$ cat config.mk
export PLATFORM = sky130hd
export DESIGN_NAME = mem_access_ctrl
export DESIGN_NICKNAME = d
export VERILOG_FILES = /design/src/rtl/udlx_mem_pkg.sv /design/src/rtl/mem_lane_align.sv /design/src/rtl/mem_access_ctrl.sv
export SDC_FILE = /design/constraint.sdc
export NUM_CORES = 1
export LEC_CHECK = 0
export BUFFER_PORTS_ARGS = -buffer_cell sky130_fd_sc_hd__buf_4
export CAP_MARGIN = 20
export CELL_PAD_IN_SITES_DETAIL_PLACEMENT = 0
export CELL_PAD_IN_SITES_GLOBAL_PLACEMENT = 2
export CORE_MARGIN = 4
export CORE_UTILIZATION = 28
export DETAILED_ROUTE_END_ITERATION = 10
export PLACE_DENSITY_LB_ADDON = 0.1
export REMOVE_ABC_BUFFERS = 1
export SLEW_MARGIN = 20
export SYNTH_ARGS = -nofsm -noshare
export SYNTH_HDL_FRONTEND = slang
export SYNTH_SLANG_ARGS = --single-unit
$ cat constraint.sdc
create_clock -name clk -period 2.8 [get_ports clk]
set_input_delay 0.56 -clock clk [delete_from_list [all_inputs] [get_ports clk]]
set_output_delay 0.56 -clock clk [all_outputs]
set_load 0.01 [all_outputs]
$ cat src/rtl/udlx_mem_pkg.sv
// Shared encodings for the uDLX data-memory access path: access sizes,
// sequencer states, base byte-enable patterns and the load extension helper.
package udlx_mem_pkg;

   localparam int DW = 32;

   localparam logic [1:0] SZ_BYTE = 2'b00;
   localparam logic [1:0] SZ_HALF = 2'b01;
   localparam logic [1:0] SZ_WORD = 2'b10;

   // Byte-enable patterns for offset 0; shifted right by the byte offset.
   localparam logic [3:0] BE_BYTE = 4'b1000;
   localparam logic [3:0] BE_HALF = 4'b1100;
   localparam logic [3:0] BE_WORD = 4'b1111;

   typedef enum logic [1:0] {
      ST_IDLE = 2'd0,
      ST_REQ  = 2'd1,
      ST_DONE = 2'd2
   } mem_state_t;

   // Widens a byte (is_half=0, value in [7:0]) or a half to a full word.
   function automatic logic [DW-1:0] lane_extend(input logic [15:0] val,
                                                 input logic       is_half,
                                                 input logic       sign_ext);
      logic [DW-1:0] res;
      if (is_half)
         res = {{16{sign_ext & val[15]}}, val};
      else
         res = {{24{sign_ext & val[7]}}, val[7:0]};
      return res;
   endfunction

endpackage

$ cat src/rtl/mem_lane_align.sv
// Big-endian lane steering: byte enables, store replication, load
// extraction/extension and the alignment check for one access.
module mem_lane_align
   import udlx_mem_pkg::*;
(
   input  logic [1:0]    size,
   input  logic [1:0]    offset,
   input  logic          sign_ext,
   input  logic [DW-1:0] wr_data,
   input  logic [DW-1:0] rd_word,
   output logic [3:0]    be,
   output logic [DW-1:0] wdata,
   output logic [DW-1:0] rd_ext,
   output logic          aligned
);

   logic [7:0] lane [4];

   // lane[gi] holds bits 8*gi+7:8*gi; big-endian offset o lives in lane[3-o].
   genvar gi;
   generate
      for (gi = 0; gi < 4; gi++) begin : g_lane
         assign lane[gi] = rd_word[8*gi +: 8];
      end
   endgenerate

   always_comb begin
      be      = BE_WORD;
      wdata   = wr_data;
      rd_ext  = rd_word;
      aligned = 1'b1;
      unique case (size)
         SZ_BYTE: begin
            be     = BE_BYTE >> offset;
            wdata  = {4{wr_data[7:0]}};
            rd_ext = lane_extend({8'h00, lane[~offset]}, 1'b0, sign_ext);
         end
         SZ_HALF: begin
            be      = BE_HALF >> offset;
            wdata   = {2{wr_data[15:0]}};
            rd_ext  = offset[1] ? lane_extend({lane[1], lane[0]}, 1'b1, sign_ext)
                                : lane_extend({lane[3], lane[2]}, 1'b1, sign_ext);
            aligned = ~offset[0];
         end
         SZ_WORD, 2'b11: begin
            be      = BE_WORD;
            wdata   = wr_data;
            rd_ext  = rd_word;
            aligned = (offset == 2'b00);
         end
      endcase
   end

endmodule

$ cat src/rtl/mem_access_ctrl.sv
// uDLX MEM-stage data-memory sequencer: one outstanding req/ack access per
// instruction, with alignment faulting, timeout abort and pipeline stall.
module mem_access_ctrl
   import udlx_mem_pkg::*;
#(
   parameter int DATA_WIDTH     = 32,
   parameter int ADDR_WIDTH     = 32,
   parameter int TIMEOUT_CYCLES = 255
) (
   input  logic                  clk,
   input  logic                  rst,
   input  logic                  mem_rd_en_in,
   input  logic                  mem_wr_en_in,
   input  logic [1:0]            mem_size_in,
   input  logic                  mem_signed_in,
   input  logic [ADDR_WIDTH-1:0] addr_in,
   input  logic [DATA_WIDTH-1:0] wr_data_in,
   output logic                  dmem_req,
   output logic                  dmem_we,
   output logic [ADDR_WIDTH-1:0] dmem_addr,
   output logic [3:0]            dmem_be,
   output logic [DATA_WIDTH-1:0] dmem_wdata,
   input  logic                  dmem_ack,
   input  logic [DATA_WIDTH-1:0] dmem_rdata,
   output logic [DATA_WIDTH-1:0] rd_data_out,
   output logic                  stall_out,
   output logic                  done_out,
   output logic                  misalign_out,
   output logic                  timeout_out
);

   localparam int CNT_W = $clog2(TIMEOUT_CYCLES + 1);
   localparam logic [CNT_W-1:0] CNT_LAST = CNT_W'(TIMEOUT_CYCLES - 1);
   localparam logic [CNT_W-1:0] CNT_MAX  = '1;

   mem_state_t state_reg, state_next;

   logic [ADDR_WIDTH-1:0] addr_reg;
   logic [3:0]            be_reg;
   logic [DATA_WIDTH-1:0] wdata_reg;
   logic                  we_reg;
   logic [1:0]            size_reg;
   logic [1:0]            off_reg;
   logic                  signed_reg;
   logic [DATA_WIDTH-1:0] rd_data_reg;
   logic [CNT_W-1:0]      cnt_reg;
   logic                  misalign_reg;
   logic                  timeout_reg;

   logic                  request;
   logic                  in_idle;
   logic                  accept;
   logic                  misalign_next;
   logic                  timeout_hit;
   logic                  load_done;

   logic [1:0]            al_size;
   logic [1:0]            al_off;
   logic                  al_sign;
   logic [3:0]            al_be;
   logic [DATA_WIDTH-1:0] al_wdata;
   logic [DATA_WIDTH-1:0] al_rd_ext;
   logic                  al_aligned;

   assign request = mem_rd_en_in | mem_wr_en_in;
   assign in_idle = (state_reg == ST_IDLE);

   // The aligner sees the live request in IDLE and the latched access afterwards,
   // so one instance serves both the store set-up and the load return.
   assign al_size = in_idle ? mem_size_in   : size_reg;
   assign al_off  = in_idle ? addr_in[1:0]  : off_reg;
   assign al_sign = in_idle ? mem_signed_in : signed_reg;

   mem_lane_align u_lane_align (
      .size     (al_size),
      .offset   (al_off),
      .sign_ext (al_sign),
      .wr_data  (wr_data_in),
      .rd_word  (dmem_rdata),
      .be       (al_be),
      .wdata    (al_wdata),
      .rd_ext   (al_rd_ext),
      .aligned  (al_aligned)
   );

   always_ff @(posedge clk) begin
      if (rst)
         state_reg <= ST_IDLE;
      else
         state_reg <= state_next;
   end

   always_comb begin
      state_next    = state_reg;
      accept        = 1'b0;
      misalign_next = 1'b0;
      timeout_hit   = 1'b0;
      load_done     = 1'b0;
      unique case (state_reg)
         ST_IDLE: begin
            if (request) begin
               if (al_aligned) begin
                  accept     = 1'b1;
                  state_next = ST_REQ;
               end else begin
                  misalign_next = 1'b1;
               end
            end
         end
         ST_REQ: begin
            // An ack on the final permitted cycle still completes normally.
            if (dmem_ack) begin
               load_done  = ~we_reg;
               state_next = ST_DONE;
            end else if (cnt_reg == CNT_LAST) begin
               timeout_hit = 1'b1;
               state_next  = ST_IDLE;
            end
         end
         ST_DONE: state_next = ST_IDLE;
         default: state_next = ST_IDLE;
      endcase
   end

   always_ff @(posedge clk) begin
      if (rst) begin
         addr_reg     <= '0;
         be_reg       <= '0;
         wdata_reg    <= '0;
         we_reg       <= 1'b0;
         size_reg     <= SZ_BYTE;
         off_reg      <= 2'b00;
         signed_reg   <= 1'b0;
         rd_data_reg  <= '0;
         cnt_reg      <= '0;
         misalign_reg <= 1'b0;
         timeout_reg  <= 1'b0;
      end else begin
         misalign_reg <= misalign_next;
         timeout_reg  <= timeout_hit;
         if (accept) begin
            addr_reg   <= {addr_in[ADDR_WIDTH-1:2], 2'b00};
            be_reg     <= al_be;
            wdata_reg  <= al_wdata;
            we_reg     <= mem_wr_en_in;
            size_reg   <= mem_size_in;
            off_reg    <= addr_in[1:0];
            signed_reg <= mem_signed_in;
            cnt_reg    <= '0;
         end else if (state_reg == ST_REQ && cnt_reg != CNT_MAX) begin
            cnt_reg <= cnt_reg + 1'b1;
         end
         if (load_done)
            rd_data_reg <= al_rd_ext;
         else if (timeout_hit)
            rd_data_reg <= '0;
      end
   end

   assign dmem_req     = (state_reg == ST_REQ);
   assign dmem_we      = we_reg;
   assign dmem_addr    = addr_reg;
   assign dmem_be      = be_reg;
   assign dmem_wdata   = wdata_reg;
   assign rd_data_out  = rd_data_reg;
   assign done_out     = (state_reg == ST_DONE);
   assign misalign_out = misalign_reg;
   assign timeout_out  = timeout_reg;
   assign stall_out    = accept | (state_reg == ST_REQ);

endmodule

==> impl_metrics.json, run 1 <==
{
  "reg2reg_from": "state_reg[1]",
  "rrSetupSlack_ns": 0.44,
  "final_area_mm2": 0.00802,
  "synth.yosys.seq_area_share": 0.414,
  "clk_latency_ns": 0.41,
  "regArea_mm2": 0.00232,
  "cellPowerDensity_mw_per_mm2": 766,
  "synth_edf_count": 0,
  "area_growth_pct": 42.8,
  "final_cells": 1102,
  "hold_end": "timeout_out",
  "coreArea_mm2": 0.0196,
  "async_flop_share": 0,
  "drtAntennaViolNets": 0,
  "fillers": 2013,
  "min_path_cells": 2,
  "drive_above_1_share": 0.343,
  "viasPerCell": 4.93,
  "grt_max_degree": 110,
  "numCtsBuffers": 17,
  "finalNetCount": 930,
  "antenna_found_initial": 0,
  "cts_hold_buf": 0,
  "rsz0062_at_grt": "false",
  "yosysMostFrequentCell": "dfxtp_1",
  "synthCells": 626,
  "grt_pass1_vias": 5568,
  "hpwlAfterDp_um": 13200,
  "avgSynthCellArea_um2": 8.96,
  "yosys.area.top_type": "dfxtp_1",
  "wl_um": 19100,
  "start_util": 0.286,
  "syn_area_mm2": 0.00561,
  "r2r-end": "rd_data_out[3]",
  "fp-row-count": 51,
  "final_util": 0.409,
  "hold_viol_final": 0,
  "endpoint_kind": "output port",
  "max_freq_mhz": 386,
  "grt_use_total": 0.168,
  "finClkSkew_ns": 0.00909,
  "r2r_cells": 5,
  "ys_top_cells_by_count": "dfxtp_1, nand2_1, nand2b_1",
  "dp.cells": 1067,
  "yosysTopAreaCellShare": 0.414,
  "hold_start": "dmem_ack",
  "worstMarginPinSlew_ns": 0.792,
  "setup.worst_path.start_class": "register",
  "status": "finished, final reports clean",
  "setup_viol": 0,
  "diodes": 0,
  "dr.pass1.iters": 5,
  "synth_ff_type": "dfxtp_1",
  "globalplace.congestion": 0.771,
  "critPathKind": "register to output port",
  "wl_per_cell_um": 17.4,
  "multi_input_area_mm2": 0.00302,
  "gr-total-overflow": 0,
  "clkTransAtPathRegs_ns": 0.05,
  "timing.final.crit_share": 0.924,
  "ys_ff_latch": 116,
  "slew_headroom": 0.472,
  "min_period_ns": 2.59,
  "drc": 0,
  "p_leak_uw": 0.00335,
  "ys_types": 60,
  "placedInstanceArea_mm2": 0.00744,
  "vias": 5432,
  "ioPinCount": 210,
  "cp.required_ns": 2.24,
  "synth_warnings": 0,
  "clock-sinks": 116,
  "hp-class": "primary input to register",
  "clockBufferDepth": 2,
  "ir_drop_uv": 402,
  "io_buffer_count": 207,
  "htreeDepth": 4,
  "cts_tree": "done",
  "cap_viol_max_count": 0,
  "grt_pass1_wl_um": 29800,
  "die_h_um": 150,
  "synth_top_cells_by_area": "dfxtp_1, nand2b_1, mux2i_1",
  "slew_violations": 0,
  "die_area_mm2": 0.0224,
  "root_buffer": "clkbuf_16",
  "dieWidth_um": 150,
  "drtIter0Drc": 239,
  "worstPathArrival_ns": 2.03,
  "crit_fanout": 12
}
## worst max path at each step
stage,startpoint,to,cells after the start
after global placement,mem_size_in[0],rd_data_out[12],7
after global routing,state_reg[1],stall_out,6
after floorplan,state_reg[1],dmem_be[3],5
after CTS,state_reg[1],stall_out,6
after detailed placement,mem_size_in[1],rd_data_out[3],6
final,state_reg[0],stall_out,6
## report_power, final
group          leakage [uW]  internal (uW)  switching [uW]
clock              0.000265           1260             783
sequential         0.000951           1910             169
combinational       0.00214            923            1100
## kinds of logic after synthesis
kind of cell / count (synthesis) / synth area share
multiplexers: 48 / 0.0858
XOR/XNOR: 7 / 0.0109
adder cells (fa/ha/maj): 2 / 0.00446
AND/OR/NAND/NOR: 221 / 0.213
other: 1 / 0.000668
buffers and inverters: 58 / 0.0546
AO/OA/AOI/OAI: 173 / 0.216
flip-flops: 116 / 0.414
## layout by cell type, fill, tap and decap left out, types with 7 or more instances in the layout
cell / synthesis / layout
a211oi_1: 28 / 28
a21oi_1: 34 / 33
a222oi_1: 8 / 8
a311oi_1: 17 / 17
a32o_1: 7 / 7
buf_4: 4 / 227
clkbuf_16: 0 / 17
dfxtp_1: 116 / 116
mux2i_1: 47 / 47
nand2_1: 86 / 86
nand2b_1: 84 / 84
nand3_1: 7 / 7
nor2_1: 8 / 8
nor3_2: 7 / 7
o21ai_0: 23 / 23
o21ai_1: 22 / 22
o221ai_1: 7 / 7
o22ai_1: 7 / 7
## final cells by class
type,instances,area share
Clock buffer,22,0.0579
Clock inverter,10,0.0103
Inverter,5,0.00234
Multi-Input combinational cell,453,0.377
Sequential cell,116,0.290
Tap cell,265,0.0414
Timing Repair Buffer,231,0.222
## routing by layer
layer	vias to the layer above	track usage	routed length, um	part of all wire
li1	2665	-	-	-
met1	2550	0.208	7940	0.41
met2	203	0.278	9240	0.48
met3	14	0.0578	1760	0.092
met4	0	0.0499	208	0.011
met5	-	0	0	0
## stage by stage
| stage | worst slack [ns] | TNS, ns | power [uW] | hold WS, ns |
|---|---|---|---|---|
| after floorplan | -1.49 | -110.32 | 3150 | 0.448 |
| after global placement | 0.341 | 0 | 4100 | 0.438 |
| after detailed placement | 0.296 | 0 | 4140 | 0.442 |
| after CTS | 0.0222 | 0 | 6210 | 0.342 |
| after global routing | 0.0433 | 0 | 6490 | 0.346 |
| final | 0.212 | 0 | 6140 | 0.361 |
## timing repair
action,in CTS,in global routing
resized for setup,0,1
setup endpoints to repair,0,1
buffers inserted,0,3
## critical path: stages, from the launching register on
cell and delay [ns]:
dfxtp_1 0.43, nor2_4 0.22, mux2_2 0.43, o21ai_4 0.23
nand2_1 0.11, nand2_1 0.08, buf_4 0.13
Power figures use the tool's default switching activity.
==> run 2: changes to the inputs <==
Settings changed: CORE_UTILIZATION 28 to 27, SYNTH_HIERARCHICAL from default to 1.
==> impl_metrics.json, run 2 <==
{
  "status": "finished, final reports clean",
  "grt_pass1_vias": 5340,
  "min_path_cells": 3,
  "regArea_mm2": 0.00232,
  "final_area_mm2": 0.00779,
  "vias": 5248,
  "gr-total-overflow": 0,
  "synth_ff_type": "dfxtp_1",
  "crit_fanout": 8,
  "ys_ff_latch": 116,
  "dp.cells": 1078,
  "r2r-end": "rd_data_out[15]",
  "p_leak_uw": 0.00344,
  "most-common-layout-cells": "buf_4, nand2_1, dfxtp_1",
  "grt_max_degree": 74,
  "ys_top_cells_by_count": "nand2_1, dfxtp_1, a21oi_1",
  "ioPinCount": 210,
  "clock-sinks": 116,
  "ys_types": 55,
  "diodes": 0,
  "numCtsBuffers": 17,
  "viasPerCell": 4.70,
  "synth_warnings": 6,
  "finalPower_uw": 6000,
  "grt_use_total": 0.168,
  "worstMarginPinSlew_ns": 0.701,
  "cellPowerDensity_mw_per_mm2": 770,
  "cp.required_ns": 2.24,
  "setup.worst_path.start_class": "register",
  "hold_start": "addr_in[5]",
  "fp-row-count": 51,
  "dr.pass1.iters": 4,
  "synth_top_cells_by_area": "dfxtp_1, nand2_1, a21oi_1",
  "async_flop_share": 0,
  "drc": 0,
  "yosys.area.top_type": "dfxtp_1",
  "rrSetupSlack_ns": 0.23,
  "htreeDepth": 4,
  "drtAntennaViolNets": 0,
  "synth.yosys.seq_area_share": 0.422,
  "wl_per_cell_um": 16.9,
  "slew_headroom": 0.533,
  "reg2reg_from": "state_reg[0]",
  "hpwlAfterDp_um": 13300,
  "avgSynthCellArea_um2": 8.41,
  "area_growth_pct": 41.7,
  "finalNetCount": 945,
  "clkTransAtPathRegs_ns": 0.06,
  "placedInstanceArea_mm2": 0.00709,
  "timing.final.crit_share": 0.962,
  "min_period_ns": 2.69,
  "yosysTopAreaCellShare": 0.422,
  "final_util": 0.395,
  "globalplace.congestion": 0.737,
  "max_freq_mhz": 371,
  "r2r_cells": 7,
  "io_buffer_count": 207,
  "drtIter0Drc": 217,
  "start_util": 0.279,
  "drive_above_1_share": 0.337,
  "wl_um": 18900,
  "critPathKind": "register to output port",
  "endpoint_kind": "output port",
  "slew_violations": 0,
  "clockBufferDepth": 2,
  "dieWidth_um": 151,
  "synthCells": 654,
  "worstPathArrival_ns": 2.13,
  "yosysMostFrequentCell": "nand2_1",
  "hp-class": "primary input to register",
  "place_ws_ns": -0.0767,
  "finClkSkew_ns": 0.00972,
  "cap_viol_max_count": 0,
  "hold_end": "dmem_addr[5]",
  "cts_hold_buf": 0,
  "cts_tree": "done",
  "root_buffer": "clkbuf_16",
  "ir_drop_uv": 418,
  "hold_viol_final": 0,
  "fillers": 2034,
  "die_area_mm2": 0.0227,
  "coreArea_mm2": 0.0197,
  "setup_slack_ns": 0.105,
  "grt_pass1_wl_um": 29300,
  "multi_input_area_mm2": 0.00274,
  "syn_area_mm2": 0.00550,
  "final_cells": 1117,
  "antenna_found_initial": 0,
  "setup_viol": 0,
  "clk_latency_ns": 0.41,
  "die_h_um": 151,
  "synth_edf_count": 0,
  "final_common_cell": "buf_4"
}
[run 2: changes by cell type after synthesis, sizes merged, moves of 17 or more]
cell,before,now
o21ai,46,20
o211ai,0,17
nand2b,84,3
mux2i,47,17
a21oi,35,79
nand2,87,204
a22o,0,32
a211oi,28,3
buf,24,47
[run 2: area by class of cell]
type                       count  area share
sequential                   116       0.298
tap                          265      0.0425
multi-input combinational    471       0.352
timing repair buffer         227       0.226
clock inverter                10      0.0197
clock buffer                  22      0.0596
inverter                       6     0.00289
[run 2: layer usage]
layer / vias to the layer above / wire length (um) / global-route usage
met4: 0 / 217 / 0.0526
met2: 118 / 9640 / 0.287
met1: 2490 / 7880 / 0.199
li1: 2627 / - / -
met5: - / 0 / 0
met3: 13 / 1170 / 0.0557
[run 2: worst max-delay path: stages (launching register included)]
cell and delay (ns):
dfxtp_1 0.35, nor2_4 0.23, buf_4 0.16, mux2_4 0.36
a21oi_4 0.20, o211ai_1 0.14, nand2_1 0.13, buf_4 0.14
[run 2: stage by stage]
step                      hold slack (ns)  setup TNS (ns)
after global placement              0.444        -0.00406
after CTS                           0.377         -0.0504
after global routing                0.379         -0.0178
final                               0.395               0
after detailed placement            0.447          -0.255
after floorplan                     0.428          -66.33
[run 2: worst max path at each step]
stage,startpoint,endpoint,slack [ns]
floorplan,state_reg[1],cnt_reg[4],-1.38
global placement,addr_in[0],cnt_reg[7],-0.003
detailed placement,state_reg[1],cnt_reg[7],-0.08
CTS,state_reg[1],stall_out,-0.05
global route,state_reg[0],stall_out,-0.02
finish,state_reg[0],stall_out,0.11
[run 2: power by group]
group	switching, uW	total (uW)	internal [uW]	leakage, uW
Clock	791	2320	1530	0.000308
Sequential	108	1950	1840	0.000947
Combinational	965	1730	761	0.00219
[run 2: logic make-up (layout without fill, tap and decap cells)]
kind of cell	after synthesis	count (layout)	synth area share
AO/OA/AOI/OAI	179	179	0.222
XOR/XNOR	2	2	0.00319
adder cells (fa/ha/maj)	2	2	0.00455
buffers and inverters	68	265	0.0851
flip-flops	116	116	0.422
multiplexers	33	33	0.0644
other	1	2	0.000682
AND/OR/NAND/NOR	253	253	0.198
[run 2: repair_timing]
| action | CTS | global route |
|---|---|---|
| setup buffers | 0 | 7 |
| pin swaps | 0 | 2 |
| setup endpoints to repair | 6 | 10 |
| resized for setup | 3 | 5 |
